==> src/rtl/vga_bounce_box.sv <==
// vga_bounce_box: box bouncing off the active-area walls, changing colour on every hit.
// Define VGA_BOX_BORDER_EN to draw a 2-pixel white border over everything.
module vga_bounce_box #(
    parameter int          H_ACT    = 640,
    parameter int          V_ACT    = 480,
    parameter int          BOX_SIZE = 32,
    parameter int          STEP     = 2,
    parameter logic [11:0] BG_COLOR = 12'h000
) (
    input  logic        clk,
    input  logic        rst_n,
    input  logic [9:0]  pix_x,
    input  logic [9:0]  pix_y,
    input  logic        pause,
    output logic [11:0] pix_data,
    output logic        bounce
);
    localparam logic [0:0] RIGHT = 1'b0, LEFT = 1'b1, DOWN = 1'b0, UP = 1'b1;
    localparam logic [10:0] X_MAX = 11'(H_ACT - BOX_SIZE);
    localparam logic [10:0] Y_MAX = 11'(V_ACT - BOX_SIZE);
    localparam logic [10:0] STEP_W = 11'(STEP);
    localparam logic [10:0] BOX_W = 11'(BOX_SIZE);

    logic [10:0] box_x, box_y, sum_x, sum_y, nx_x, nx_y, px, py;
    logic [0:0]  dir_x, dir_y;
    logic [1:0]  ci;
    logic        frame_end, hit_x, hit_y, in_box, blank;
    logic [11:0] box_color, nx_pix;

    always_comb begin
        px = {1'b0, pix_x};
        py = {1'b0, pix_y};
        sum_x = box_x + STEP_W;
        sum_y = box_y + STEP_W;
        hit_x = dir_x == RIGHT ? sum_x >= X_MAX : box_x <= STEP_W;
        hit_y = dir_y == DOWN ? sum_y >= Y_MAX : box_y <= STEP_W;
        // Clamp to the wall on a hit so the position never wraps
        nx_x = dir_x == RIGHT ? (hit_x ? X_MAX : sum_x) : (hit_x ? 11'd0 : box_x - STEP_W);
        nx_y = dir_y == DOWN ? (hit_y ? Y_MAX : sum_y) : (hit_y ? 11'd0 : box_y - STEP_W);
        box_color = ci == 2'd0 ? 12'hF00 : ci == 2'd1 ? 12'h0F0 : ci == 2'd2 ? 12'h00F : 12'hFF0;
        blank = &pix_x | &pix_y;
        in_box = px >= box_x && px < box_x + BOX_W && py >= box_y && py < box_y + BOX_W;
`ifdef VGA_BOX_BORDER_EN
        nx_pix = blank ? 12'h000
               : (px < 11'd2 || px >= 11'(H_ACT - 2) || py < 11'd2 || py >= 11'(V_ACT - 2)) ? 12'hFFF
               : in_box ? box_color : BG_COLOR;
`else
        nx_pix = blank ? 12'h000 : in_box ? box_color : BG_COLOR;
`endif
    end

    always_ff @(posedge clk) begin
        if (!rst_n) begin
            box_x     <= 11'd0;
            box_y     <= 11'd0;
            dir_x     <= RIGHT;
            dir_y     <= DOWN;
            ci        <= 2'd0;
            pix_data  <= 12'h000;
            bounce    <= 1'b0;
            frame_end <= 1'b0;
        end else begin
            pix_data  <= nx_pix;
            frame_end <= px == 11'(H_ACT - 1) && py == 11'(V_ACT - 1);
            bounce    <= frame_end && !pause && (hit_x || hit_y);
            if (frame_end && !pause) begin
                box_x <= nx_x;
                box_y <= nx_y;
                if (hit_x) dir_x <= ~dir_x;
                if (hit_y) dir_y <= ~dir_y;
                if (hit_x || hit_y) ci <= ci + 2'd1;
            end
        end
    end
endmodule

==> config.mk <==
export PLATFORM = sky130hd
export DESIGN_NAME = vga_bounce_box
export DESIGN_NICKNAME = d
export VERILOG_FILES = /design/src/rtl/vga_bounce_box.sv
export SDC_FILE = /design/constraint.sdc
export NUM_CORES = 1
export LEC_CHECK = 0
export BUFFER_PORTS_ARGS = -buffer_cell sky130_fd_sc_hd__buf_2
export CAP_MARGIN = 25
export CORE_MARGIN = 5
export CORE_UTILIZATION = 45
export CTS_BUF_LIST = sky130_fd_sc_hd__clkbuf_2 sky130_fd_sc_hd__clkbuf_4 sky130_fd_sc_hd__clkbuf_8
export CTS_CLUSTER_DIAMETER = 100
export CTS_CLUSTER_SIZE = 30
export DETAILED_ROUTE_END_ITERATION = 6
export GPL_TIMING_DRIVEN = 1
export PLACE_DENSITY = 0.69
export SLEW_MARGIN = 10
export SYNTH_ARGS = -nofsm -noshare
export SYNTH_HDL_FRONTEND = slang
export SYNTH_SLANG_ARGS = --single-unit
==> constraint.sdc <==
create_clock -name clk -period 2.3 [get_ports clk]
set_input_delay 0.23 -clock clk [delete_from_list [all_inputs] [get_ports clk]]
set_output_delay 0.23 -clock clk [all_outputs]
set_load 0.1 [all_outputs]
==> impl_metrics.tcl <==
set metrics [dict create \
    firstDrtPassIters 4 \
    p_total_mw 1.14 \
    grt_pass1_wl_um 13200 \
    cts.sinks 29 \
    fin_crit_ns 2.32 \
    worstReg2RegStart "box_x[5]$_SDFFE_PN0P_" \
    r2r-end "pix_data[2]$_SDFF_PP0_" \
    vias_per_cell 5.64 \
    pwr-share-seq_pct 44.9 \
    slew_viol_final 0 \
    n_antenna_cell 0 \
    end_kind "register" \
    use_met2_pct 33.6 \
    ir_drop_mv 0.232 \
    ant_nets 0 \
    ioPinCount 36 \
    num_vias 2972 \
    fin_nets 516 \
    clk_latency_ns 0.29 \
    cp_data_arrival_time_ns 2.53 \
    ff_latch_area_um2 592 \
    rows 29 \
    tightestPinTransition_ns 0.594 \
    multiInputGateArea_mm2 0.00225 \
    reg2reg_depth 10 \
    max_slew_margin_pct 60.3 \
    regToRegSetupSlack_ns -0.02 \
    grt_pass1_vias 2970 \
    fin_skew_ns 0.00714 \
    critPathRequiredTime_ns 2.51 \
    portBuffers 35 \
    combPwrFrac_pct 16.3 \
    wl_per_cell_um 15.0 \
    drtIter0Drc 120 \
    grt_usage_pct 19.0 \
    fin_area_mm2 0.00365 \
    grt_antenna_before_repair 0 \
    maxCapViolCount 0 \
    fmax_mhz 432 \
    async_flop_share_pct 0 \
    gr-usage-met3_pct 4.30 \
    syn_inst 387 \
    route.detailed.drc 0 \
    failed_checks "negative setup slack" \
    rsz0062_at_grt "yes" \
    cts_buffer_depth 2 \
    initial_utilization_pct 46.5 \
    p_sw_mw 0.342 \
    hold_end "box_y[2]$_SDFFE_PN0P_" \
    die_x_um 91.2 \
    syn_nets 454 \
    synth_edf_count 0 \
    cellPowerDensity_mw_per_mm2 311 \
    clk_pin_slew_worst_paths_ns 0.07 \
    syn_avg_cell_area_um2 7.67 \
    critPathLaunchType "register" \
    synth_cell_types 62 \
    grt-ovfl-total 0 \
    wirelength_um 7930 \
    syn_area_mm2 0.00297 \
    ys_warn_count 0 \
    place_hpwl_um 6130 \
    dieArea_mm2 0.00832 \
    routabilityCongestion 0.925 \
    die_h_um 91.2 \
    power_frac_clock_pct 38.8 \
    period_share_pct 101 \
    grt.busiest_layer "met2" \
    internal_power_mw 0.795 \
    grt_max_degree 31 \
    syn_to_final_growth_pct 23.1 \
    root_buffer "clkbuf_8" \
    setup_viol 1 \
    leakage_nw 1.48 \
    cts_tree "built" \
    ys_ff_latch 29 \
    ctsHoldBuffers 0 \
    cts_made_buffers 5 \
    grt_use_met1_pct 22.2 \
    criticalPathCategory "reg2reg" \
    placed_cell_area_mm2 0.00343 \
    core_area_mm2 0.00639 \
    fin_ws_ns -0.0157 \
    min_from "pause" \
    cts-htree-levels 2 \
    fill_cells 615 \
    swShare_pct 30.1 \
    path_max_fanout 3 \
    drive_above_1_share_pct 28.4 \
    hold-path-cell-count 3 \
    hold_class "in2reg" \
    synth_top_flop_cell "dfxtp_1" \
    hold_viol 0 \
    status "finished, violations left" \
    yosysSeqAreaShare_pct 19.6 \
]
final cells by class:
| type | instances | share of cell area [%] |
|---|---|---|
| multi-input combinational | 305 | 61.6 |
| sequential | 29 | 16.2 |
| timing repair buffer | 82 | 14.4 |
| inverter | 26 | 2.81 |
| tap | 77 | 2.64 |
| clock buffer | 5 | 1.88 |
| clock inverter | 3 | 0.445 |
cell usage in the layout, fill, tap and decap left out, types with 16 or more instances in the layout:
| master | instances |
|---|---|
| buf_4 | 47 |
| ha_1 | 39 |
| buf_2 | 35 |
| nand2_1 | 34 |
| nor2_1 | 27 |
| dfxtp_1 | 24 |
| inv_1 | 22 |
| a21oi_1 | 19 |
| o21ai_0 | 17 |
| nand3_1 | 16 |
power by group through the flow:
stage          Clock (mW)  Sequential [mW]  Combinational [mW]
3_3_place_gp            0            0.521               0.170
3_5_place_dp            0            0.521               0.175
4_1_cts             0.445            0.511               0.180
5_1_grt             0.471            0.512               0.207
2_1_floorplan           0            0.522               0.109
6_report            0.441            0.511               0.185
kinds of logic after synthesis:
group | synth area share [%]
adders and majority gates | 18.5
DFF | 19.6
buffers and inverters | 8.60
xor gates and xnor gates | 4.43
AOI/OAI and AO/OA | 22.3
muxes | 1.73
and+or+nand+nor | 24.9
flip-flops by register name, summed over array words and instances (netlist names):
| register | count |
|---|---|
| bounce | 1 |
| box_x | 10 |
| box_y | 10 |
| ci | 2 |
| dir_x | 1 |
| dir_y | 1 |
| frame_end | 1 |
| pix_data | 3 |
cells in the mapped netlist (3+ instances only):
library cell | number | area [um2]
clkbuf_1 | 9 | 33.8
o21a_1 | 7 | 52.6
xnor2_1 | 14 | 123
a2111oi_0 | 3 | 26.3
ha_1 | 44 | 551
and3_1 | 3 | 18.8
buf_2 | 5 | 25.0
a211o_1 | 3 | 26.3
and2_1 | 5 | 31.3
buf_4 | 9 | 67.6
mux2i_1 | 4 | 40.0
nor2_1 | 28 | 105
o31ai_1 | 4 | 30.0
o211ai_1 | 4 | 30.0
o21ai_0 | 19 | 95.1
a31oi_1 | 4 | 25.0
o22ai_1 | 4 | 25.0
nor3_1 | 11 | 55.1
and4_1 | 3 | 26.3
nor2b_1 | 5 | 31.3
nor4_1 | 7 | 43.8
dfxtp_1 | 29 | 581
a21oi_1 | 20 | 100
or4_1 | 3 | 22.5
a21boi_0 | 5 | 37.5
nand2_1 | 35 | 131
inv_1 | 24 | 90.1
nand3_1 | 18 | 90.1
nand2b_1 | 3 | 18.8
nand4_1 | 10 | 62.6
a211oi_1 | 4 | 30.0
per-stage QoR:
step | instances | worst slack, ns | hold slack, ns | util (%) | setup TNS, ns
after global placement | 518 | -0.108 | 0.470 | 53.7 | -0.108
final | 527 | -0.0157 | 0.356 | 57.2 | -0.0157
after floorplan | 387 | 0.000444 | 0.452 | - | 0
after global routing | 527 | -0.114 | 0.378 | 57.2 | -0.233
after detailed placement | 518 | -0.143 | 0.480 | 53.7 | -0.174
after CTS | 526 | -0.0750 | 0.345 | 56.1 | -0.0750
layer usage:
layer,up-vias,wire (um)
li1,1523,-
met1,1344,3310
met3,15,401
met4,0,167
met5,-,0
met2,90,4040
how the worst max path moves through the flow:
stage          depth (start not counted)                   from  slack [ns]                     end
3_3_place_gp                          10  box_x[5]$_SDFFE_PN0P_       -0.11  pix_data[2]$_SDFF_PP0_
5_1_grt                               10  box_x[5]$_SDFFE_PN0P_       -0.11  pix_data[2]$_SDFF_PP0_
2_1_floorplan                          9  box_y[5]$_SDFFE_PN0P_      0.0004  pix_data[2]$_SDFF_PP0_
3_5_place_dp                          10  box_x[5]$_SDFFE_PN0P_       -0.14  pix_data[2]$_SDFF_PP0_
6_report                              10  box_x[5]$_SDFFE_PN0P_       -0.02  pix_data[2]$_SDFF_PP0_
4_1_cts                               10  box_x[5]$_SDFFE_PN0P_       -0.07  pix_data[2]$_SDFF_PP0_
what timing repair did:
item	4_1_cts	5_1_grt
setup buffers	0	1
resized for setup	14	20
hold endpoints to repair	0	0
endpoints found under the setup margin	3	18
pin swaps	5	8
critical path: stages (launching register included):
cell and delay, ns:
dfxtp_4 0.36, inv_4 0.04, ha_4 0.26, inv_4 0.03
ha_4 0.20, nor2b_1 0.12, a221o_1 0.33, a211oi_2 0.20
o2111ai_1 0.14, nand4b_1 0.31, nor4b_2 0.25
Power figures use the tool's default switching activity.
